`src/rtl/mem_port_arbiter_if.sv`:
```
// Pipeline-side and memory-side signals of the shared single-ported memory arbiter.
// slave is the arbiter's view; master is the view of the stages and the memory model.
interface mem_port_arbiter_if;
  logic        if_req;
  logic [31:0] if_addr;
  logic        if_done;
  logic [31:0] if_rdata;
  logic        if_stall;
  logic        dm_read;
  logic        dm_write;
  logic [31:0] dm_addr;
  logic [31:0] dm_wdata;
  logic        dm_done;
  logic [31:0] dm_rdata;
  logic [31:0] mem_addr;
  logic [31:0] mem_wdata;
  logic        mem_read;
  logic        mem_write;
  logic        mem_ready;
  logic [31:0] mem_rdata;
  logic        bus_error;

  modport slave (
    input  if_req, if_addr, dm_read, dm_write, dm_addr, dm_wdata, mem_ready, mem_rdata,
    output if_done, if_rdata, if_stall, dm_done, dm_rdata,
           mem_addr, mem_wdata, mem_read, mem_write, bus_error
  );

  modport master (
    output if_req, if_addr, dm_read, dm_write, dm_addr, dm_wdata, mem_ready, mem_rdata,
    input  if_done, if_rdata, if_stall, dm_done, dm_rdata,
           mem_addr, mem_wdata, mem_read, mem_write, bus_error
  );
endinterface

```
`src/rtl/mem_port_arbiter.sv`:
```
// Arbitrates one memory port between instruction fetch and data access, data first,
// with a bounded wait for mem_ready that aborts with bus_error.
module mem_port_arbiter #(
  parameter int unsigned TIMEOUT = 15
) (
  input  logic                  clock,
  input  logic                  reset,
  mem_port_arbiter_if.slave     bus
);

  typedef enum logic [1:0] {
    IDLE    = 2'd0,
    DM_BUSY = 2'd1,
    IF_BUSY = 2'd2
  } state_t;

  localparam logic [7:0] TIMEOUT_C = TIMEOUT[7:0];

  state_t     state_r;
  logic [7:0] cnt_r;
  logic [7:0] cnt_inc_s;
  logic       dm_req_s;
  logic       expire_s;

  // Request decode and wait-limit detection for the access in flight.
  always_comb begin
    dm_req_s  = 1'b0;
    cnt_inc_s = 8'd0;
    expire_s  = 1'b0;
    dm_req_s  = bus.dm_read | bus.dm_write;
    cnt_inc_s = cnt_r + 8'd1;
    if (cnt_inc_s == TIMEOUT_C) begin
      expire_s = 1'b1;
    end else begin
      expire_s = 1'b0;
    end
  end

  // Arbitration FSM with all outputs registered.
  always_ff @(posedge clock or negedge reset) begin
    if (!reset) begin
      state_r       <= IDLE;
      cnt_r         <= 8'd0;
      bus.if_done   <= 1'b0;
      bus.if_rdata  <= 32'd0;
      bus.if_stall  <= 1'b0;
      bus.dm_done   <= 1'b0;
      bus.dm_rdata  <= 32'd0;
      bus.mem_addr  <= 32'd0;
      bus.mem_wdata <= 32'd0;
      bus.mem_read  <= 1'b0;
      bus.mem_write <= 1'b0;
      bus.bus_error <= 1'b0;
    end else begin
      bus.if_done   <= 1'b0;
      bus.dm_done   <= 1'b0;
      bus.bus_error <= 1'b0;
      case (state_r)
        IDLE: begin
          cnt_r <= 8'd0;
          if (dm_req_s) begin
            state_r       <= DM_BUSY;
            bus.mem_addr  <= bus.dm_addr;
            bus.mem_wdata <= bus.dm_wdata;
            bus.mem_read  <= bus.dm_read;
            bus.mem_write <= bus.dm_write & ~bus.dm_read;
            bus.if_stall  <= 1'b1;
          end else if (bus.if_req) begin
            state_r       <= IF_BUSY;
            bus.mem_addr  <= bus.if_addr;
            bus.mem_wdata <= 32'd0;
            bus.mem_read  <= 1'b1;
            bus.mem_write <= 1'b0;
            bus.if_stall  <= 1'b1;
          end else begin
            bus.if_stall  <= 1'b0;
          end
        end
        DM_BUSY: begin
          if (bus.mem_ready) begin
            if (bus.mem_read) begin
              bus.dm_rdata <= bus.mem_rdata;
            end
            bus.dm_done   <= 1'b1;
            bus.mem_read  <= 1'b0;
            bus.mem_write <= 1'b0;
            bus.if_stall  <= 1'b0;
            cnt_r         <= 8'd0;
            state_r       <= IDLE;
          end else if (expire_s) begin
            bus.dm_rdata  <= 32'd0;
            bus.dm_done   <= 1'b1;
            bus.bus_error <= 1'b1;
            bus.mem_read  <= 1'b0;
            bus.mem_write <= 1'b0;
            bus.if_stall  <= 1'b0;
            cnt_r         <= 8'd0;
            state_r       <= IDLE;
          end else begin
            cnt_r <= cnt_inc_s;
          end
        end
        IF_BUSY: begin
          // An expired wait still completes the fetch, with a zero instruction word.
          if (bus.mem_ready || expire_s) begin
            bus.if_rdata  <= bus.mem_ready ? bus.mem_rdata : 32'd0;
            bus.bus_error <= ~bus.mem_ready;
            bus.if_done   <= 1'b1;
            bus.mem_read  <= 1'b0;
            bus.mem_write <= 1'b0;
            bus.if_stall  <= 1'b0;
            cnt_r         <= 8'd0;
            state_r       <= IDLE;
          end else begin
            cnt_r <= cnt_inc_s;
          end
        end
        default: begin
          state_r       <= IDLE;
          cnt_r         <= 8'd0;
          bus.mem_read  <= 1'b0;
          bus.mem_write <= 1'b0;
          bus.if_stall  <= 1'b0;
        end
      endcase
    end
  end

endmodule

```
`src/flat_wrapper.sv`:
```
// flat-port wrapper written by rule: the top's interface ports become plain ports
module mem_port_arbiter_flat 
#(
  parameter int unsigned TIMEOUT = 15
)
  (clock, reset, bus_if_req, bus_if_addr, bus_dm_read, bus_dm_write, bus_dm_addr, bus_dm_wdata, bus_mem_ready, bus_mem_rdata, bus_if_done, bus_if_rdata, bus_if_stall, bus_dm_done, bus_dm_rdata, bus_mem_addr, bus_mem_wdata, bus_mem_read, bus_mem_write, bus_bus_error);
  mem_port_arbiter_if bus_i ();
  input  logic clock;
  input  logic reset;
  input wire logic [$bits(bus_i.if_req)-1:0] bus_if_req;
  input wire logic [$bits(bus_i.if_addr)-1:0] bus_if_addr;
  input wire logic [$bits(bus_i.dm_read)-1:0] bus_dm_read;
  input wire logic [$bits(bus_i.dm_write)-1:0] bus_dm_write;
  input wire logic [$bits(bus_i.dm_addr)-1:0] bus_dm_addr;
  input wire logic [$bits(bus_i.dm_wdata)-1:0] bus_dm_wdata;
  input wire logic [$bits(bus_i.mem_ready)-1:0] bus_mem_ready;
  input wire logic [$bits(bus_i.mem_rdata)-1:0] bus_mem_rdata;
  output wire logic [$bits(bus_i.if_done)-1:0] bus_if_done;
  output wire logic [$bits(bus_i.if_rdata)-1:0] bus_if_rdata;
  output wire logic [$bits(bus_i.if_stall)-1:0] bus_if_stall;
  output wire logic [$bits(bus_i.dm_done)-1:0] bus_dm_done;
  output wire logic [$bits(bus_i.dm_rdata)-1:0] bus_dm_rdata;
  output wire logic [$bits(bus_i.mem_addr)-1:0] bus_mem_addr;
  output wire logic [$bits(bus_i.mem_wdata)-1:0] bus_mem_wdata;
  output wire logic [$bits(bus_i.mem_read)-1:0] bus_mem_read;
  output wire logic [$bits(bus_i.mem_write)-1:0] bus_mem_write;
  output wire logic [$bits(bus_i.bus_error)-1:0] bus_bus_error;
  assign bus_i.if_req = bus_if_req;
  assign bus_i.if_addr = bus_if_addr;
  assign bus_i.dm_read = bus_dm_read;
  assign bus_i.dm_write = bus_dm_write;
  assign bus_i.dm_addr = bus_dm_addr;
  assign bus_i.dm_wdata = bus_dm_wdata;
  assign bus_i.mem_ready = bus_mem_ready;
  assign bus_i.mem_rdata = bus_mem_rdata;
  assign bus_if_done = bus_i.if_done;
  assign bus_if_rdata = bus_i.if_rdata;
  assign bus_if_stall = bus_i.if_stall;
  assign bus_dm_done = bus_i.dm_done;
  assign bus_dm_rdata = bus_i.dm_rdata;
  assign bus_mem_addr = bus_i.mem_addr;
  assign bus_mem_wdata = bus_i.mem_wdata;
  assign bus_mem_read = bus_i.mem_read;
  assign bus_mem_write = bus_i.mem_write;
  assign bus_bus_error = bus_i.bus_error;
  mem_port_arbiter #(.TIMEOUT(TIMEOUT)) u_core (.clock(clock), .reset(reset), .bus(bus_i));
endmodule
```
`config.mk`:
```
export PLATFORM = sky130hd
export DESIGN_NAME = mem_port_arbiter_flat
export DESIGN_NICKNAME = d
export VERILOG_FILES = /design/src/rtl/mem_port_arbiter_if.sv /design/src/rtl/mem_port_arbiter.sv /design/src/flat_wrapper.sv
export SDC_FILE = /design/constraint.sdc
export NUM_CORES = 1
export LEC_CHECK = 0
export CORE_UTILIZATION = 39
export CTS_CLUSTER_DIAMETER = 200
export DETAILED_ROUTE_END_ITERATION = 6
export PLACE_DENSITY = 0.76
export REMOVE_ABC_BUFFERS = 1
export SLEW_MARGIN = 25
export SYNTH_ARGS = -nofsm -noshare
export SYNTH_HDL_FRONTEND = slang
export SYNTH_SLANG_ARGS = --single-unit
```
`constraint.sdc`:
```
create_clock -name clock -period 1.8 [get_ports clock]
set_clock_uncertainty 0.1 [all_clocks]
set_input_delay 0.18 -clock clock [delete_from_list [all_inputs] [get_ports clock]]
set_output_delay 0.18 -clock clock [all_outputs]
set_load 0.02 [all_outputs]
```
======== After elaboration in Yosys (flattened, before gate mapping) ========
Cells that the tools add are included.
operators by class
  $add $sub $neg .......................... 1
  equality and inequality tests ........... 7
  muxes and demuxes ....................... 39
  bitwise operators ....................... 4
  reductions and logical operators ........ 9
operators by type and width
  cell                 number
  $mux 32              8
  $mux 8               3
  $mux 1               17
  $pmux 8 s2           1
  $mux 2               5
  $pmux 1 s3           3
  $add 8x1->8 const B  1
  $eq 8x4->1 const B   1
  $ne 3x2->1 const B   2
  $pmux 2 s3           1
  $reduce_and 2->1     3
  $reduce_and 3->1     2
  $ne 2x1->1 const B   2
  $reduce_bool 2->1    2
  $eq 2x1->1 const B   1
  $eq 2x2->1 const B   1
  $logic_not 2->1      1
  $not 1->1            2
  $pmux 1 s2           1
  $and 1x1->1          1
  $logic_or 1x1->1     1
  $or 1x1->1           1
storage, ports and cells
  bits in registers ....................... 144
  bits of input ports ..................... 134
  word-level logic and storage cells ...... 72

======== Longest topological paths before layout ========
Gate-level depths: netlist (run 1).
  depth in word-level cells ............... 6
  depth in mapped cells ................... 8
  mapped depth without buffers ............ 6

======== Worst setup path after synthesis (run 1) ========
No wires, ideal clock.
  path kind ............................... reg-to-reg
  from .................................... reg u_core.cnt_r[0]
  to ...................................... reg u_core.bus.dm_rdata[10]
  setup time .............................. 0.123 ns
  data arrival time ....................... 1.563 ns
  required time ........................... 1.577 ns
  setup slack ............................. 0.014 ns
  cell stages (with the launch flop) ...... 8
  path buffers ............................ 2
  period minus slack after synthesis ...... 1.786 ns
  cells stage by stage .................... dfrtp_1 -> ha_1 -> xnor2_1 -> nand4bb_1 -> buf_4 -> nor3_4 -> buf_6 -> o21ai_2
between the ends
  cells in the longest elaborated chain, start to end .. 5
ends and longest elaborated chain
  item                                RTL line                   RTL
  start, declared                     mem_port_arbiter.sv:20     logic [7:0] cnt_r;
  start signal, assigned              mem_port_arbiter.sv:100    cnt_r <= cnt_inc_s;
  start signal, assigned              mem_port_arbiter.sv:115    cnt_r <= cnt_inc_s;
  $add 8x1->8                         mem_port_arbiter.sv:31     cnt_inc_s = cnt_r + 8'd1;
  $eq 8x4->1                          mem_port_arbiter.sv:32     if (cnt_inc_s == TIMEOUT_C) begin
  $mux 1                              mem_port_arbiter.sv:32
  $reduce_bool 2->1 (no source line)  -
  $reduce_and 3->1 (no source line)   -
  end signal, assigned                mem_port_arbiter.sv:82     bus.dm_rdata <= bus.mem_rdata;
  end, declared                       mem_port_arbiter_if.sv:25  output if_done, if_rdata, if_stall, dm_done, dm_rdata,
Every way passes these cells.
A chain may end at the register's enable or synchronous reset.

======== Final worst setup path (run 1) ========
  from .................................... reg u_core.cnt_r[1]
  to ...................................... reg u_core.bus.if_done
between the ends
  cells in the longest elaborated chain, start to end .. 6
ends and longest elaborated chain
  item                  RTL line                   RTL
  $add 8x1->8           mem_port_arbiter.sv:31
  $eq 8x4->1            mem_port_arbiter.sv:32
  $mux 1                mem_port_arbiter.sv:32
  $logic_or 1x1->1      mem_port_arbiter.sv:105    if (bus.mem_ready || expire_s) begin
  $mux 1                mem_port_arbiter.sv:105
  $mux 1                mem_port_arbiter.sv:58     case (state_r)
  end signal, assigned  mem_port_arbiter.sv:44     bus.if_done <= 1'b0;
  end signal, assigned  mem_port_arbiter.sv:55     bus.if_done <= 1'b0;
  end signal, assigned  mem_port_arbiter.sv:108    bus.if_done <= 1'b1;
  end, declared         mem_port_arbiter_if.sv:25
Every way passes these cells.

==> impl_metrics.json, run 1 <==
{
  "ir_drop_uv": 879,
  "hold_viol": 0,
  "vias_per_cell": 5.02,
  "place_ws_ps": -168,
  "crit_required_ps": 2010,
  "drc_errors": 0,
  "cts_max_level": 4,
  "seq_area_frac_synth_pct": 54.5,
  "start_util_pct": 39.8,
  "ant_nets": 0,
  "drtPass1Iterations": 4,
  "fillers": 1376,
  "async_flop_share_pct": 100,
  "power.density_nw_per_um2": 1710,
  "dieHeight_microns": 132,
  "wl_per_cell_microns": 17.3,
  "dieWidth_microns": 132,
  "via_count": 5658,
  "criticalPathCategory": "reg -> reg",
  "antenna_found_initial": 0,
  "grt_pass1_wl_mm": 31.2,
  "io_pins": 268,
  "grt_busiest_layer": "met2",
  "crit_path_end_kind": "register",
  "fin_ws_ps": -35.8,
  "p_seq_share_pct": 30.2,
  "power.internal_w": 0.0110,
  "grt_usage_pct": 23.2,
  "cp-startpoint": "u_core.cnt_r[1]$_DFF_PN0_",
  "cts-buffers-inserted": 17,
  "max-cap-violations": 0,
  "p_leak_nw": 4.56,
  "tns_ps": -96.7,
  "synth_area_leaders": "dfrtp_1 55%, o21ai_0 5.5%, mux2i_1 4.8%",
  "worst_slew_pin_slew_ps": 385,
  "yosysMostFrequentCell": "dfrtp_1",
  "grt_max_degree": 73,
  "hpwl_mm": 13.9,
  "ys_seq_elements": 144,
  "num_rows": 47,
  "cts_sinks": 144,
  "drive_gt1_share_pct": 15.7,
  "netlist_area_sq_um": 6610,
  "power_w": 0.0179,
  "grt_use_met1_pct": 28.5,
  "port-buffer-count": 267,
  "synth_edf_count": 0,
  "pwr-share-comb_pct": 50.9,
  "critPathMaxStageDelay_ps": 400,
  "r2r_start": "u_core.cnt_r[1]$_DFF_PN0_",
  "synth_top_area_share_pct": 54.5,
  "relSlewSlack_pct": 73.6,
  "final-setup-viol-count": 5,
  "critical_path.cell_chain": "ha_2, xnor2_2, and4bb_2, a21o_2, buf_12, and2_1",
  "grt_use_met2_pct": 39.9,
  "final_area_sq_um": 10500,
  "synthesis.instances": 610,
  "swShare_pct": 38.4,
  "fin_crit_ps": 1840,
  "cts_buffer_depth": 2,
  "path_clk_slew_ps": 60,
  "clock.fmax_mhz": 545,
  "crit_path_start_kind": "register",
  "synth_warnings": 0,
  "whs_ps": 110,
  "rsz0062_at_grt": "true",
  "outcome": "finished, violations left",
  "ys_dominant_reg_cell": "dfrtp_1",
  "synthTopCellsByCount": "144 x dfrtp_1, 72 x o21ai_0, 69 x nand2_1",
  "switchingPower_w": 0.00689,
  "critPathTopFamily": "simple AND/OR/NAND/NOR gates",
  "finalNetCount": 1034,
  "hp-class": "in -> async",
  "final.period_utilization_pct": 102,
  "finalWeightedCongestion": 0.808,
  "violations": "negative setup slack",
  "critPathArrivalTime_ps": 2040,
  "syn_area_per_cell_sq_um": 10.8,
  "core_area_sq_um": 16600,
  "cp_max_fo": 18,
  "cts_tree": "yes",
  "placed_area_sq_um": 9710,
  "drt_iter0_markers": 296,
  "synthDistinctLibCells": 38,
  "grt_use_met3_pct": 6.65,
  "critPathBufInv": 1,
  "grt_pass1_vias": 5698,
  "synth_area_leader_cell": "dfrtp_1",
  "finalMaxSlewViolations": 0,
  "syn_to_final_growth_pct": 58.4,
  "gr-total-overflow": 0,
  "finalWirelength_mm": 19.5,
  "cts_root_buffer": "clkbuf_16",
  "cp_slowest_cell": "dfrtp_1",
  "dieArea_sq_um": 17500,
  "power_frac_clock_pct": 18.9,
  "clkLatencyLatePin_ps": 420,
  "diodes": 0
}
-- worst paths after layout --
kind / end / slack, ps / cells past startpoint
setup reg to reg: u_core.bus.if_done$_DFF_PN0_ / -40 / 6
hold reg to reg: u_core.bus.mem_addr[2]$_DFFE_PN0P_ / 380 / 2
setup / recovery: u_core.bus.if_done$_DFF_PN0_ / -40 / 6
max in group asynchronous: u_core.bus.mem_addr[25]$_DFFE_PN0P_ / 820 / 3
hold / removal: u_core.bus.if_rdata[15]$_DFFE_PN0P_ / 110 / 2
min in group clock: u_core.bus.mem_wdata[15]$_DFFE_PN0P_ / 250 / 2
-- power by group through the flow --
stage	clock (W)	sequential, W	combinational, W
floorplan	0	0.00692	0.00325
global placement	0	0.00541	0.00892
detailed placement	0	0.00545	0.00909
CTS	0.00344	0.00542	0.00912
global route	0.00357	0.00558	0.00981
finish	0.00339	0.00542	0.00912
-- cell families (layout without fill, tap and decap cells) --
group | Yosys count | after routing | share of synthesized area [%]
xor+xnor | 7 | 7 | 1.21
fa+ha+maj | 5 | 5 | 0.947
buf+inv | 78 | 375 | 5.93
simple gates | 134 | 134 | 10.7
mux | 32 | 32 | 4.85
flops | 144 | 144 | 54.5
compound gates | 210 | 210 | 21.8
-- routing by layer --
| metal | vias to the layer above | wire (microns) |
|---|---|---|
| met3 | 15 | 1360 |
| met1 | 2729 | 8110 |
| met5 | - | 0 |
| met2 | 216 | 9850 |
| li1 | 2698 | - |
| met4 | 0 | 209 |
-- final cells by class --
type                       instances  area [sq um]  area share, %
sequential                       144          3600           34.4
timing repair buffer             309          3190           30.5
multi-input combinational        388          2700           25.8
clock buffer                      20           457           4.36
tap                              220           275           2.63
inverter                          35           131           1.26
clock inverter                    11           109           1.04
-- placed cells by master, fill, tap and decap left out, types with 11 or more instances in the layout --
cell type / n
mux2i_1: 32
and2b_1: 11
clkdlybuf4s50_1: 264
o21ai_0: 51
a22o_1: 32
buf_12: 13
a21oi_1: 32
clkbuf_16: 17
o21ai_2: 37
buf_4: 22
and2b_2: 19
inv_1: 35
dfrtp_1: 144
nand2_1: 69
a2bb2oi_1: 32
o21ai_1: 14
nor2_1: 13
-- stage by stage --
| step | utilization [%] | cells |
|---|---|---|
| after global routing | 63.1 | 1127 |
| after global placement | 58.6 | 1088 |
| final | 63.1 | 1127 |
| after detailed placement | 58.6 | 1088 |
| after CTS | 63.0 | 1129 |
| after floorplan | - | 567 |
-- state kept, by name, summed over array words and instances, names as in the netlist --
name                  cells
u_core.bus.dm_rdata      32
u_core.bus.if_rdata      32
u_core.bus.mem_addr      32
u_core.bus.mem_wdata     32
u_core.cnt_r              8
u_core.state_r            2
u_core.bus.bus_error      1
u_core.bus.dm_done        1
u_core.bus.if_done        1
u_core.bus.if_stall       1
u_core.bus.mem_read       1
u_core.bus.mem_write      1
-- worst reg2reg max path: cells and delay by family (launching register included) --
kind            cells  cell delay, ps
simple gates        2             440
flops               1             400
buf+inv             1             160
compound gates      1             250
xor+xnor            1             170
fa+ha+maj           1             220
-- repair_timing --
item | CTS | global route
endpoints found under the setup margin | 73 | 81
cloned | 2 | 0
endpoints found under the hold margin | 144 | 0
resized for setup | 22 | 28
hold buffers | 1 | 0
setup buffers | 7 | 1
pin swaps | 5 | 12
Note: power is estimated with default switching activity, not from simulation.
==> run 2, diff against run 1 <==
--- a/config.mk
+++ b/config.mk
@@ -8,6 +8,7 @@
 export CORE_UTILIZATION = 39
 export CTS_CLUSTER_DIAMETER = 200
 export DETAILED_ROUTE_END_ITERATION = 6
+export GPL_TIMING_DRIVEN = 1
 export PLACE_DENSITY = 0.76
 export REMOVE_ABC_BUFFERS = 1
 export SLEW_MARGIN = 25
==> constraint.sdc (replaced) <==
create_clock -name clock -period 1.5 [get_ports clock]
set_clock_uncertainty 0.1 [all_clocks]
set_input_delay 0.15 -clock clock [delete_from_list [all_inputs] [get_ports clock]]
set_output_delay 0.15 -clock clock [all_outputs]
set_load 0.02 [all_outputs]
==> run 2 against run 1 <==
  * The run still ends with negative setup slack left
  * Sequential share of layout area shrank 1.3 points
  * Maximum frequency grew 1.7%
  * Global-route usage grew 0.45 points
  * Design area grew 3.9%
  * Critical path type unchanged
  * Largest cell class unchanged
  * Combinational power grew 21%
  * Register-to-register slack lost 270 ps
  * Via count grew 4.2%
  * Hold slack lost 16 ps
  * Sequential cell count is the same
==> impl_metrics.json, run 2 (synthesis results as in run 1) <==
{
  "hp-class": "in -> async",
  "drtPass1Iterations": 4,
  "fin_ws_ps": -304,
  "max-cap-violations": 0,
  "dieWidth_microns": 132,
  "gr-total-overflow": 0,
  "final-setup-viol-count": 75,
  "criticalPathCategory": "reg -> reg",
  "hold_viol": 0,
  "port-buffer-count": 267,
  "core_area_sq_um": 16600,
  "crit_path_start_kind": "register",
  "num_rows": 47,
  "grt_usage_pct": 23.7,
  "cts_sinks": 144,
  "cts-buffers-inserted": 17,
  "outcome": "finished, violations left",
  "syn_to_final_growth_pct": 64.7,
  "mostFrequentLayoutCell": "dfrtp_1",
  "crit_required_ps": 1710,
  "cts_root_buffer": "clkbuf_16",
  "drc_errors": 0,
  "finalWeightedCongestion": 0.809,
  "p_leak_nw": 4.86,
  "fin_util_pct": 65.6,
  "cts_max_level": 4,
  "wl_per_cell_microns": 18.1,
  "power_frac_clock_pct": 18.9,
  "pwr-share-comb_pct": 51.1,
  "power.internal_w": 0.0127,
  "place_ws_ps": -461,
  "finalMaxSlewViolations": 0,
  "antenna_found_initial": 0,
  "diodes": 0,
  "power.density_nw_per_um2": 1980,
  "final_area_sq_um": 10900,
  "final.period_utilization_pct": 120,
  "swShare_pct": 40.7,
  "critPathArrivalTime_ps": 2020,
  "ir_drop_uv": 1000,
  "cts_buffer_depth": 2,
  "ant_nets": 0,
  "finalWirelength_mm": 21.0,
  "dieArea_sq_um": 17500,
  "rsz0062_at_grt": "true",
  "crit_path_end_kind": "register",
  "worst_slew_pin_slew_ps": 412,
  "p_seq_share_pct": 30.0,
  "violations": "negative setup slack",
  "dieHeight_microns": 132,
  "vias_per_cell": 5.10,
  "final_cell_mix": "141 x dfrtp_1, 132 x clkdlybuf4s50_1, 132 x dlygate4sd2_1, 68 x nand2_1, 49 x o21ai_2",
  "clkLatencyLatePin_ps": 420,
  "io_pins": 268,
  "path_clk_slew_ps": 60,
  "via_count": 5896,
  "grt_max_degree": 73,
  "cts_tree": "yes",
  "clock.fmax_mhz": 554,
  "drt_iter0_markers": 286,
  "cp_max_fo": 18,
  "grt_pass1_vias": 5800,
  "hpwl_mm": 14.1,
  "grt_pass1_wl_mm": 31.7,
  "drive_gt1_share_pct": 21.7,
  "start_util_pct": 39.8,
  "switchingPower_w": 0.00875,
  "tns_ps": -18090,
  "fin_crit_ps": 1800,
  "finalNetCount": 1063,
  "whs_ps": 94.0,
  "placed_area_sq_um": 9860,
  "relSlewSlack_pct": 72.6
}
[run 2: final cells by class]
type | instances | area [sq um]
tap | 220 | 275
multi-input combinational | 389 | 2910
timing repair buffer | 337 | 3390
sequential | 144 | 3610
clock buffer | 18 | 429
clock inverter | 14 | 131
inverter | 35 | 134
fill | 1325 | 5700
[run 2: stage by stage]
| stage | cells | power, W |
|---|---|---|
| after floorplan | 567 | 0.0122 |
| after global placement | 1107 | 0.0173 |
| after detailed placement | 1107 | 0.0175 |
| after CTS | 1146 | 0.0207 |
| after global routing | 1157 | 0.0227 |
| final | 1157 | 0.0215 |
[run 2: power by group through the flow]
| stage | clock [W] | sequential [W] | combinational, W |
|---|---|---|---|
| floorplan | 0 | 0.00831 | 0.00391 |
| global placement | 0 | 0.00648 | 0.0108 |
| detailed placement | 0 | 0.00654 | 0.0110 |
| CTS | 0.00411 | 0.00645 | 0.0101 |
| global route | 0.00427 | 0.00666 | 0.0118 |
| finish | 0.00406 | 0.00646 | 0.0110 |
[run 2: what timing repair did]
action,CTS,global route
pin swaps,10,24
endpoints found under the setup margin,248,125
hold buffers,1,0
cloned,2,9
hold endpoints to repair,144,0
setup buffers,5,2
gates resized for setup,180,64
[run 2: per-layer routing]
| layer | vias to the layer above | wire, microns | part of all wire, % | track usage, % |
|---|---|---|---|---|
| met2 | 234 | 10500 | 50 | 39.3 |
| li1 | 2770 | - | - | - |
| met5 | - | 0 | 0 | 0 |
| met4 | 0 | 364 | 1.7 | 7.49 |
| met3 | 28 | 1490 | 7.1 | 6.92 |
| met1 | 2864 | 8600 | 41 | 29.7 |
[run 2: worst paths after layout]
| path | cells past startpoint | to | slack, ps | from |
|---|---|---|---|---|
| setup / recovery | 6 | u_core.bus.dm_done$_DFF_PN0_ | -300 | u_core.cnt_r[0]$_DFF_PN0_ |
| hold / removal | 2 | u_core.bus.if_rdata[31]$_DFFE_PN0P_ | 90 | reset |
| setup reg to reg | 6 | u_core.bus.dm_done$_DFF_PN0_ | -300 | u_core.cnt_r[0]$_DFF_PN0_ |
| hold reg to reg | 2 | u_core.bus.mem_addr[25]$_DFFE_PN0P_ | 370 | u_core.bus.mem_addr[25]$_DFFE_PN0P_ |
| max in group asynchronous | 3 | u_core.state_r[0]$_DFFE_PN0P_ | 610 | reset |
| min in group clock | 2 | u_core.bus.mem_wdata[8]$_DFFE_PN0P_ | 210 | bus_dm_wdata[8] |
[run 2: worst max-delay path, cell delays in order (launching register included)]
cell and delay, ps:
dfrtp_1 420, ha_4 200, xnor2_4 150, and4bb_4 250, a21o_4 260, buf_12 160, and2_1 150
